--- src/rtl/freq_ctrl_pkg.sv ---
// Shared definitions for the frequency-select controller: FSM encoding,
// index/code widths, the reset period code and the minimum period.
package freq_ctrl_pkg;

    localparam int IDX_W  = 3;
    localparam int CODE_W = 8;

    localparam logic [CODE_W-1:0] RESET_CODE = 8'd30;
    localparam logic [CODE_W-1:0] MIN_PERIOD = 8'd2;
    localparam logic [IDX_W-1:0]  IDX_MAX    = 3'd7;

    typedef enum logic [1:0] {
        ST_IDLE,
        ST_LOOKUP,
        ST_CAPTURE,
        ST_ARMED
    } state_t;

    // Codes below the minimum period are stretched to the minimum.
    function automatic logic [CODE_W-1:0] effPeriod(input logic [CODE_W-1:0] code);
        return (code < MIN_PERIOD) ? MIN_PERIOD : code;
    endfunction

endpackage

--- src/rtl/btn_debounce.sv ---
// Button debouncer: the output level follows the raw input only after
// DEBOUNCE_CYCLES consecutive samples that differ from the current level.
module btn_debounce #(
    parameter int DEBOUNCE_CYCLES = 16
) (
    input  logic CLK,
    input  logic reset,
    input  logic raw,
    output logic level
);

    localparam int CW = $clog2(DEBOUNCE_CYCLES + 1);
    localparam logic [CW-1:0] LAST = CW'(DEBOUNCE_CYCLES - 1);

    logic [CW-1:0] cnt_q, cnt_d;
    logic          level_q, level_d;

    // Count disagreeing samples; flip the level on the last one, restart on agreement.
    always_comb begin
        cnt_d   = '0;
        level_d = level_q;
        if (raw != level_q) begin
            if (cnt_q == LAST) begin
                level_d = raw;
            end else begin
                cnt_d = cnt_q + 1'b1;
            end
        end
    end

    // State register with synchronous reset.
    always_ff @(posedge CLK) begin
        if (reset) begin
            cnt_q   <= '0;
            level_q <= 1'b0;
        end else begin
            cnt_q   <= cnt_d;
            level_q <= level_d;
        end
    end

    assign level = level_q;

endmodule

--- src/rtl/freq_select_ctrl.sv ---
// Frequency-select controller: debounced up/down buttons step a saturating
// 3-bit index into the lookup memory; the returned period code is applied to
// the period counter only at a period boundary.
// Optional feature macro: FREQ_SWEEP_EN (adds sweep_en and auto-stepping).
module freq_select_ctrl
    import freq_ctrl_pkg::*;
#(
    parameter int DEBOUNCE_CYCLES = 16,
    parameter int SWEEP_PERIODS   = 4
) (
    input  logic              CLK,
    input  logic              reset,
    input  logic              btn_up,
    input  logic              btn_down,
    input  logic [CODE_W-1:0] freq_code,
`ifdef FREQ_SWEEP_EN
    input  logic              sweep_en,
`endif
    output logic [IDX_W-1:0]  num_frecuencia,
    output logic [CODE_W-1:0] period_code,
    output logic              period_tick,
    output logic              busy,
    output logic              update_done
);

    logic upLevel, downLevel;
    logic upPrev_q, downPrev_q;
    logic upReq, downReq;

    state_t            state_q, state_d;
    logic [IDX_W-1:0]  index_q, index_d;
    logic              lookCnt_q, lookCnt_d;
    logic [CODE_W-1:0] pending_q, pending_d;
    logic [CODE_W-1:0] periodCode_q, periodCode_d;
    logic [CODE_W-1:0] count_q, count_d;
    logic              updateDone_q, updateDone_d;

    logic              periodTick;
    logic              stepValid;
    logic [IDX_W-1:0]  stepIndex;
    logic              sweepFire;

    btn_debounce #(.DEBOUNCE_CYCLES(DEBOUNCE_CYCLES)) u_deb_up (
        .CLK   (CLK),
        .reset (reset),
        .raw   (btn_up),
        .level (upLevel)
    );

    btn_debounce #(.DEBOUNCE_CYCLES(DEBOUNCE_CYCLES)) u_deb_down (
        .CLK   (CLK),
        .reset (reset),
        .raw   (btn_down),
        .level (downLevel)
    );

    assign upReq      = upLevel & ~upPrev_q;
    assign downReq    = downLevel & ~downPrev_q;
    assign periodTick = (count_q == (effPeriod(periodCode_q) - 8'd1));

`ifdef FREQ_SWEEP_EN
    localparam int SW = $clog2(SWEEP_PERIODS + 1);
    localparam logic [SW-1:0] SWEEP_LAST = SW'(SWEEP_PERIODS - 1);

    logic [SW-1:0] sweepCnt_q, sweepCnt_d;

    assign sweepFire = sweep_en && (state_q == ST_IDLE) && periodTick
                       && (sweepCnt_q == SWEEP_LAST);

    // Count period ticks spent idle with sweeping enabled; restart after each sweep step.
    always_comb begin
        sweepCnt_d = sweepCnt_q;
        if (!sweep_en) begin
            sweepCnt_d = '0;
        end else if ((state_q == ST_IDLE) && periodTick) begin
            sweepCnt_d = (sweepCnt_q == SWEEP_LAST) ? '0 : sweepCnt_q + 1'b1;
        end
    end

    // Sweep period counter register.
    always_ff @(posedge CLK) begin
        if (reset) begin
            sweepCnt_q <= '0;
        end else begin
            sweepCnt_q <= sweepCnt_d;
        end
    end
`else
    // SWEEP_PERIODS only matters to the sweep build; this sink keeps it referenced.
    logic [7:0] sweepUnused;
    assign sweepUnused = 8'(SWEEP_PERIODS);
    assign sweepFire   = 1'b0;
`endif

    // Resolve button/sweep requests into one step; conflicting or saturated buttons are dropped.
    always_comb begin
        stepValid = 1'b0;
        stepIndex = index_q;
        if (upReq || downReq) begin
            if (upReq && !downReq && (index_q != IDX_MAX)) begin
                stepValid = 1'b1;
                stepIndex = index_q + 3'd1;
            end else if (downReq && !upReq && (index_q != '0)) begin
                stepValid = 1'b1;
                stepIndex = index_q - 3'd1;
            end
        end else if (sweepFire) begin
            stepValid = 1'b1;
            stepIndex = index_q + 3'd1;
        end
    end

    // Update FSM next state, index, pending code and applied code.
    always_comb begin
        state_d      = state_q;
        index_d      = index_q;
        lookCnt_d    = 1'b0;
        pending_d    = pending_q;
        periodCode_d = periodCode_q;
        updateDone_d = 1'b0;
        count_d      = periodTick ? '0 : count_q + 8'd1;
        case (state_q)
            ST_IDLE: begin
                if (stepValid) begin
                    state_d = ST_LOOKUP;
                    index_d = stepIndex;
                end
            end
            ST_LOOKUP: begin
                if (lookCnt_q) begin
                    state_d = ST_CAPTURE;
                end else begin
                    lookCnt_d = 1'b1;
                end
            end
            ST_CAPTURE: begin
                pending_d = freq_code;
                state_d   = ST_ARMED;
            end
            ST_ARMED: begin
                if (periodTick) begin
                    periodCode_d = pending_q;
                    count_d      = '0;
                    updateDone_d = 1'b1;
                    state_d      = ST_IDLE;
                end
            end
            default: state_d = ST_IDLE;
        endcase
    end

    // Controller registers with synchronous reset.
    always_ff @(posedge CLK) begin
        if (reset) begin
            state_q      <= ST_IDLE;
            index_q      <= '0;
            lookCnt_q    <= 1'b0;
            pending_q    <= RESET_CODE;
            periodCode_q <= RESET_CODE;
            count_q      <= '0;
            updateDone_q <= 1'b0;
            upPrev_q     <= 1'b0;
            downPrev_q   <= 1'b0;
        end else begin
            state_q      <= state_d;
            index_q      <= index_d;
            lookCnt_q    <= lookCnt_d;
            pending_q    <= pending_d;
            periodCode_q <= periodCode_d;
            count_q      <= count_d;
            updateDone_q <= updateDone_d;
            upPrev_q     <= upLevel;
            downPrev_q   <= downLevel;
        end
    end

    assign num_frecuencia = index_q;
    assign period_code    = periodCode_q;
    assign period_tick    = periodTick;
    assign busy           = (state_q != ST_IDLE);
    assign update_done    = updateDone_q;

endmodule

--- config.mk ---
export PLATFORM = sky130hd
export DESIGN_NAME = freq_select_ctrl
export DESIGN_NICKNAME = d
export VERILOG_FILES = /design/src/rtl/freq_ctrl_pkg.sv /design/src/rtl/btn_debounce.sv /design/src/rtl/freq_select_ctrl.sv
export SDC_FILE = /design/constraint.sdc
export NUM_CORES = 1
export LEC_CHECK = 0
export ABC_AREA = 0
export CORE_MARGIN = 5
export CORE_UTILIZATION = 52
export CTS_BUF_LIST = sky130_fd_sc_hd__clkbuf_16
export DETAILED_ROUTE_END_ITERATION = 12
export PLACE_DENSITY = 0.75
export SLEW_MARGIN = 20
export SYNTH_ARGS = -nofsm -noshare
export SYNTH_HDL_FRONTEND = slang
export SYNTH_SLANG_ARGS = --single-unit
--- constraint.sdc ---
create_clock -name CLK -period 4.53 [get_ports CLK]
set_input_delay 0.453 -clock CLK [delete_from_list [all_inputs] [get_ports CLK]]
set_output_delay 0.453 -clock CLK [all_outputs]
set_load 0.03 [all_outputs]
* Yosys cells after proc, flatten, opt, wreduce, memory -nomap -nowiden *
Cells that the tools add are included.

cells by class
  add/sub/neg operators = 6
  muxes and demuxes = 15
  reductions and logical operators = 20
  equality and inequality tests = 12
  bitwise operators = 8
  $lt $le $gt $ge = 1

operator list
  operator                                            number
  two-way mux 8 bit                                   4
  adder 5 x 1 -> 5 bit, second input constant         2
  == test 5 x 4 -> 1 bit, second input constant       2
  adder 8 x 1 -> 8 bit, second input constant         1
  == test 8 bit                                       1
  < comparator 8 x 2 -> 1 bit, second input constant  1
  case mux 2 bit (4 select lines)                     1
  subtractor 8 x 1 -> 8 bit, second input constant    1
  two-way mux 2 bit                                   3
  two-way mux 3 bit                                   2
  inequality test 2 bit, second input constant        3
  inverter 1 bit                                      6
  AND reduction 2 bit                                 3
  OR reduction 3 bit                                  2
  two-way mux 1 bit                                   5
  == test 2 bit, second input constant                2
  logical AND 1 bit                                   4
  AND reduction 4 bit                                 1
  nonzero test 2 bit                                  2
  OR reduction 2 bit                                  2
  adder 3 x 1 -> 3 bit, second input constant         1
  inequality test 3 bit, second input constant        1
  AND reduction 3 bit                                 1
  nonzero test 3 bit                                  1
  other kinds (7)                                     10

storage, ports and cells
  word-level logic and storage cells = 75
  input bits = 12
  output and inout bits = 14
  register bits = 45

* Depth between registers and ports, before layout *
Gate-level depths: netlist (run 1).

  depth after elaboration = 10
  depth in mapped cells = 13
  mapped depth without buffers = 11

* By module *
Synthesis (run 1) repeated with hierarchy kept, for this count alone.

second synthesis, totals
  cells, all modules = 229
  area, all modules = 2148.3 um^2

by module, submodules not included
  module            times used  area each (um^2)  sequential area each (um^2)  cells an instance
  freq_select_ctrl  1           1680.4            660.6                        183
  btn_debounce      2           234.0             120.1                        23

* Least setup slack after synthesis (run 1) *
OpenSTA, ideal clock, no wires.

  path kind = register to output
  start = register periodCode_q[2] (netlist: period_code[2])
  end = output port period_tick
  path slack = 1.083 ns
  data required time = 4.077 ns
  arrival time = 2.994 ns
  cell stages (with the launch flop) = 12
  buffers on the path = 1
  cell sequence = dfxtp_1 -> buf_6 -> or4_4 -> nor3_1 -> nor2_1 -> ha_1 -> o21ba_1 -> a221oi_1 -> o221ai_4 -> a211oi_4 -> nand2_1 -> inv_1

between the ends
  cells in the longest elaborated chain, start to end = 4

RTL lines
  element                        RTL line                 source
  start, declared                freq_select_ctrl.sv:34   logic [CODE_W-1:0] periodCode_q, periodCode_d;
  start signal, assigned         freq_select_ctrl.sv:169  periodCode_q <= periodCode_d;
  < comparator 8 x 2 -> 1 bit    freq_ctrl_pkg.sv:21      return (code < MIN_PERIOD) ? MIN_PERIOD : code;
  two-way mux 8 bit (*)          freq_ctrl_pkg.sv:21
  subtractor 8 x 1 -> 8 bit (*)  freq_select_ctrl.sv:59   assign periodTick = (count_q == (effPeriod(periodCode_q) - 8'd1));
  == test 8 bit (*)              freq_select_ctrl.sv:59
  end, declared                  freq_select_ctrl.sv:21   output logic period_tick,

Every way passes the cells marked *; elsewhere a longest branch is shown, timed or not.

* Worst setup path in the final report (run 1) *
Same ends and word-level chain as after synthesis.

==> results.md, run 1 <==
- Crit-path slowest cell: clkdlybuf4s50_1
- Final Cycle Share: 0.9278
- Slowest cell delay on critical path: 0.66 ns
- Reg2reg end: period_code[4]
- Utilization after layout: 0.6472
- Clock Latency Late Sink: 0.29 ns
- Post-Synth Adder-Cell Area: 0.07159
- Combined area of the multi-input logic cells: 1185 um2
- #FFs+latches synth: 45
- Pwr dens: 344.0 nW/um2
- Setup TNS: 0 ns
- Iteration-0 DRC Markers: 96
- Worst EP required: 4.08 ns
- Crit path kind: register to primary output
- FF+latch area: 900.9 um2
- Largest family of logic cells by synthesized area: simple AND/OR/NAND/NOR gates
- Clock Path Buffers: 2
- Startpoint of the worst-slack reg-to-reg timing path: period_code[2]
- Status: completed
- I/O pins: 26
- Layout net count: 278
- # port buffers: 25
- Vias: 1,666
- Critical-path maximum fanout: 10
- Type of the worst min-delay path: register to register
- Most common cell after layout, fill and taps aside: dfxtp_1
- Leakage: 0.001056 uW
- Clock root cell: clkbuf_16
- Synth Instances: 233
- EDFF count, synth: 0
- Post-Route Skew: 0.005447 ns
- Share of cells above drive strength 1: 0.08235
- Via density: 5.462
- Worst path cell trace: or4_4, nor3_1, nor2_1, ha_1, o21ba_1, a221oi_2, o221ai_4, a211oi_4, nand2_1, inv_1, clkdlybuf4s50_1
- Total grt overflow: 0
- Initial Util: 0.5427
- Tot GR Track Use: 0.1664
- Worst EP arrival: 3.75 ns
- Die area: 5636 um2
- Height of the die: 75.08 um
- Worst setup path start: period_code[2]
- Clock tree from TritonCTS: yes
- Total CTS buffers: 5
- Worst Setup EP: period_tick
- Clock Sink Count: 45
- Final setup viols: 0
- Core ar.: 4058 um2
- Clock-pin slew on the worst setup and hold paths: 0.06 ns
- Routability Congestion: 0.8634
- Fmax achieved: 237.9 MHz
- CP endpoint kind: primary output
- Dominant synthesized flop cell: dfxtp_1
- # Max-Cap Violations: 0
- Post-Syn Area per Cell: 9.451 um2
- Net count after synthesis: 257
- Xor-xnor portion of the synthesized cell area: 0.07557
- Most frequent cells in the layout: dfxtp_1, nor2_1, clkdlybuf4s50_1
- Routed WL: 4180 um
- Complex-gate fraction of the synthesized area: 0.1290
- Synth-to-Final Area Change: 19.26%
- Synthesized area: 2202 um2
- Rows: 23
- Residual DRC count: 0
- R2R cell count: 10
- Largest net degree at the start of global routing: 27
- ANT cells: 0
- Hold slack: 0.4221 ns
- Tmin final: 4.203 ns
- Mux cell area share after synthesis: 0.05511
- Post-synth ARST share: 0
- Critical Path Source Type: register
- Synth unique cells: 47
- H-tree Lvls: 2
- WL per Instance: 13.70 um
- Relative slew slack: 0.3745
- Number of global-route vias before repair: 1,602
- Slew @ Worst Pin: 0.9353 ns
- Drt pass-1 iters: 4
- Count of final hold-check violations: 0
- RSZ-0062 raised after global routing: no
- Sequential area share after synthesis: 0.4091
- VDD IR max: 0.2442 mV
- Max-slew violation count: 0
- Syn. warnings: 0
- Post-detail-place hpwl: 2995 um
- Initial antenna violation count: 0
- Filler instances: 345
- Wire length of the first global-routing pass: 7169 um
- Post-DRT Antenna Nets: 0
- Simple-Gate Fraction of Synth Area: 0.2040
- FF-to-FF setup slack: 1.09 ns
- Die width: 75.08 um
## through the flow
step	setup slack (ns)	std cells	instance area [um2]	power, uW
detailed placement	0.5529	297	2449	501.6
finish	0.3269	305	2626	903.4
global placement	0.6095	297	2449	499.6
global route	0.02599	305	2626	947.7
CTS	0.2429	305	2620	910.7
floorplan	1.083	233	2202	473.6
## cells in the mapped netlist, types with 3 or more instances
library cell | n | area, um2
dfxtp_1 | 45 | 900.9
nor2_1 | 40 | 150.1
inv_1 | 15 | 56.30
ha_1 | 11 | 137.6
mux2i_1 | 11 | 110.1
nand3_1 | 11 | 55.05
xor2_1 | 11 | 96.34
xnor2_1 | 8 | 70.07
nand2_1 | 7 | 26.28
clkbuf_1 | 6 | 22.52
and3_1 | 5 | 31.28
o211ai_1 | 5 | 37.54
a211o_1 | 4 | 35.03
a21oi_1 | 4 | 20.02
nor3_1 | 4 | 20.02
o21ai_0 | 4 | 20.02
or3_1 | 4 | 25.02
buf_6 | 3 | 33.78
nor2b_1 | 3 | 18.77
## layout make-up
class | count | area share
repair buffers | 25 | 0.09528
multi-input cells | 162 | 0.4512
clock inverters | 3 | 0.01763
well taps | 50 | 0.02382
flip-flops and latches | 45 | 0.3430
inverters | 15 | 0.02144
clock buffers | 5 | 0.04764
## worst min-delay path by stage
stage                          from        end  slack (ns)  depth (start not counted)
after global placement    lookCnt_q  lookCnt_q        0.40                          1
after CTS                 lookCnt_q  lookCnt_q        0.42                          1
after global routing      lookCnt_q  lookCnt_q        0.45                          1
after floorplan           lookCnt_q  lookCnt_q        0.39                          1
after detailed placement  lookCnt_q  lookCnt_q        0.41                          1
final                     lookCnt_q  lookCnt_q        0.42                          1
## state kept, by name, indices dropped and copies added (netlist names)
register          flops
count_q               8
downPrev_q            1
lookCnt_q             1
num_frecuencia        3
pending_q             8
period_code           8
state_q               2
u_deb_down.cnt_q      5
u_deb_down.level      1
u_deb_up.cnt_q        5
u_deb_up.level        1
upPrev_q              1
update_done           1
## critical path, delay by kind of cell (launching register included)
kind,cells,cell delay [ns]
AO/OA/AOI/OAI,4,1.00
adder cells (fa/ha/maj),1,0.27
buffers and inverters,2,0.72
flip-flops,1,0.42
AND/OR/NAND/NOR,4,1.03
## repair_timing
action,in CTS,in global routing
resized for setup,0,1
buffers inserted,0,0
hold buffers,0,0
endpoints found under the setup margin,0,1
## routing by layer
metal	vias to the layer above	global-route usage	routed length [um]
met5	-	0	0
met4	0	0.08696	85
met3	8	0.03872	203
met2	32	0.2698	1980
met1	786	0.2049	1911
li1	840	-	-
## cell families (layout without fill, tap and decap cells)
| family | after synthesis | in the layout |
|---|---|---|
| flip-flops | 45 | 45 |
| multiplexers | 12 | 12 |
| buffers and inverters | 26 | 48 |
| adder cells (fa/ha/maj) | 12 | 12 |
| AND/OR/NAND/NOR | 88 | 88 |
| AO/OA/AOI/OAI | 31 | 31 |
| XOR/XNOR | 19 | 19 |
## report_power, final
group	internal, uW	total (uW)	switching (uW)
clock network	261	411	150
logic	35.1	74.9	39.8
registers	407	417	10.8
Note: power is estimated with default switching activity, not from simulation.
==> inputs of run 2 (changes only) <==
Clock period 4.53 ns to 5 ns, I/O delays scaled along.
==> run 2 against run 1 <==
Non-clock buffer count unchanged. Sequential share of layout area grew 0.20 points. Critical path type unchanged. Die area did not move. Global-route usage hardly changed. Flip-flop and latch count is the same. Via count fell by 0.60%. First-iteration DRC count rose by 24%. Routed wire length fell by 0.24%.
==> results.md, run 2 (same netlist as run 1, synthesis figures left out) <==
- Worst EP arrival: 3.85 ns (was 3.75 ns)
- Setup bufs post-CTS: 0 (unchanged)
- Core ar.: 4058 um2 (unchanged)
- Post-Route Skew: 0.004124 ns (was 0.005447 ns)
- Sw Share: 0.2135 (was 0.2225)
- Worst EP required: 4.50 ns (was 4.08 ns)
- Type of the worst min-delay path: register to register (unchanged)
- Total CTS buffers: 5 (unchanged)
- Clock Sink Count: 45 (unchanged)
- Drt pass-1 iters: 4 (unchanged)
- Die area: 5636 um2 (unchanged)
- Grt met2 use: 0.2737 (was 0.2698)
- Tmin final: 4.346 ns
- Fmax achieved: 230.1 MHz
- Slew @ Worst Pin: 0.9376 ns (was 0.9353 ns)
- Total grt overflow: 0 (unchanged)
- GR Util met1: 0.1938 (was 0.2049)
- Flop pwr share: 0.470 (was 0.462)
- ANT cells: 0 (unchanged)
- Routed WL: 4170 um (was 4180 um)
- Critical-path maximum fanout: 10 (unchanged)
- Pwr dens: 307.8 nW/um2 (was 344.0 nW/um2)
- Most common cell after layout, fill and taps aside: dfxtp_1 (unchanged)
- Critical Path Source Type: register (unchanged)
- Post-DRT Antenna Nets: 0 (unchanged)
- Initial Util: 0.5427 (unchanged)
- Worst setup margin: 0.6539 ns (was 0.3269 ns)
- Layout net count: 278 (unchanged)
- Clock tree from TritonCTS: yes (unchanged)
- Setup TNS: 0 ns (unchanged)
- Leakage: 0.001059 uW (was 0.001056 uW)
- Rows: 23 (unchanged)
- Routability Congestion: 0.8634 (unchanged)
- Vias: 1,656 (was 1,666)
- Share of cells above drive strength 1: 0.07059 (was 0.08235)
- VDD IR max: 0.1963 mV (was 0.2442 mV)
- Clock Path Buffers: 2 (unchanged)
- Utilization after layout: 0.6435 (was 0.6472)
- Design area: 2611 um2 (was 2626 um2)
- Relative slew slack: 0.3730 (was 0.3745)
- Iteration-0 DRC Markers: 119 (was 96)
- CTS resizes: 0 (unchanged)
- Area post-placement: 2449 um2 (unchanged)
- Largest net degree at the start of global routing: 27 (unchanged)
- Sw Pwr: 171.6 uW (was 201.0 uW)
- Post-place setup slack: 0.9706 ns (was 0.5529 ns)
- # Max-Cap Violations: 0 (unchanged)
- Clock power frac: 0.446 (was 0.455)
- Die width: 75.08 um (unchanged)
- Final setup viols: 0 (unchanged)
- Most frequent cells in the layout: dfxtp_1, nor2_1, clkdlybuf4s50_1 (unchanged)
- RSZ-0062 raised after global routing: no (unchanged)
- Max-slew violation count: 0 (unchanged)
- Tot GR Track Use: 0.1668 (was 0.1664)
- Number of global-route vias before repair: 1,626 (was 1,602)
- Hold buffers post-CTS: 0 (unchanged)
- Status: completed (unchanged)
- Crit path kind: register to primary output (unchanged)
- Logic pwr share: 0.085 (was 0.083)
- Post-detail-place hpwl: 2945 um (was 2995 um)
- Clock-pin slew on the worst setup and hold paths: 0.06 ns (about the same)
- Clock root cell: clkbuf_16 (unchanged)
- Synth-to-Final Area Change: 18.58% (was 19.26%)
- Pint: 632.2 uW (was 702.4 uW)
- I/O pins: 26 (unchanged)
- Total Power: 803.8 uW (was 903.4 uW)
- Residual DRC count: 0 (unchanged)
- GRT busiest layer: met2 (unchanged)
- Met3 usage: 0.05207 (was 0.03872)
- H-tree Lvls: 2 (unchanged)
- CP endpoint kind: primary output (unchanged)
- Initial antenna violation count: 0 (unchanged)
- Height of the die: 75.08 um (unchanged)
- Via density: 5.430 (was 5.462)
- Wire length of the first global-routing pass: 7169 um (unchanged)
- WL per Instance: 13.67 um (was 13.70 um)
- Final Cycle Share: 0.8692
- Clock Latency Late Sink: 0.28 ns (was 0.29 ns)
- # port buffers: 25 (unchanged)
- Count of final hold-check violations: 0 (unchanged)
==> run 2: changes by cell type in the layout (fill, tap and decap cells not counted) <==
cell | previous run | this run
a221oi_1 | 0 | 1
a221oi_2 | 1 | 0
clkinv_1 | 0 | 1
clkinv_4 | 1 | 0
clkinvlp_4 | 1 | 0
inv_1 | 15 | 16
==> run 2: layout make-up <==
cell class | instances | area (um2)
multi-input combinational | 162 | 1179
sequential | 45 | 900.9
tap | 50 | 62.56
inverter | 15 | 56.30
clock inverter | 3 | 37.54
fill | 330 | 1446
timing repair buffer | 25 | 250.2
clock buffer | 5 | 125.1
==> run 2: power groups by stage <==
stage | Clock (uW) | Combinational, uW | Sequential (uW)
4_1_cts | 365 | 69.2 | 378
6_report | 358 | 68.0 | 378
2_1_floorplan | 0 | 46.8 | 382
3_3_place_gp | 0 | 67.0 | 386
5_1_grt | 384 | 77.8 | 379
3_5_place_dp | 0 | 68.4 | 386
==> run 2: through the flow <==
stage	hold WS, ns	std cells
after floorplan	0.3923	233
after global placement	0.4037	297
after detailed placement	0.4088	297
after CTS	0.4174	305
after global routing	0.4425	305
final	0.4149	305
==> run 2: path summary, 6_finish.rpt <==
path                                     start             end  slack (ns)  depth (start not counted)
worst max-delay path            period_code[2]     period_tick        0.65                         11
worst min register to register       lookCnt_q       lookCnt_q        0.41                          1
worst max register to register  period_code[2]  period_code[4]        1.47                         10
worst min-delay path                 lookCnt_q       lookCnt_q        0.41                          1
==> run 2: layer usage <==
| metal | vias to the layer above | share of wire |
|---|---|---|
| met4 | 0 | 0.037 |
| li1 | 840 | - |
| met1 | 769 | 0.44 |
| met5 | - | 0 |
| met2 | 33 | 0.47 |
| met3 | 14 | 0.052 |
==> run 2: worst max-delay path: stages (launching register included) <==
cell	delay [ns]
dfxtp_1	0.41
or4_4	0.60
nor3_1	0.26
nor2_1	0.07
ha_1	0.27
o21ba_1	0.19
a221oi_1	0.45
o221ai_4	0.18
a211oi_4	0.29
nand2_1	0.11
inv_1	0.06
clkdlybuf4s50_1	0.66
==> inputs of run 3 (changes only) <==
Settings changed: SETUP_SLACK_MARGIN from default to 0.3.
==> results of run 3 <==
The final DEF is identical to that of run 2; final timing and power are the same.
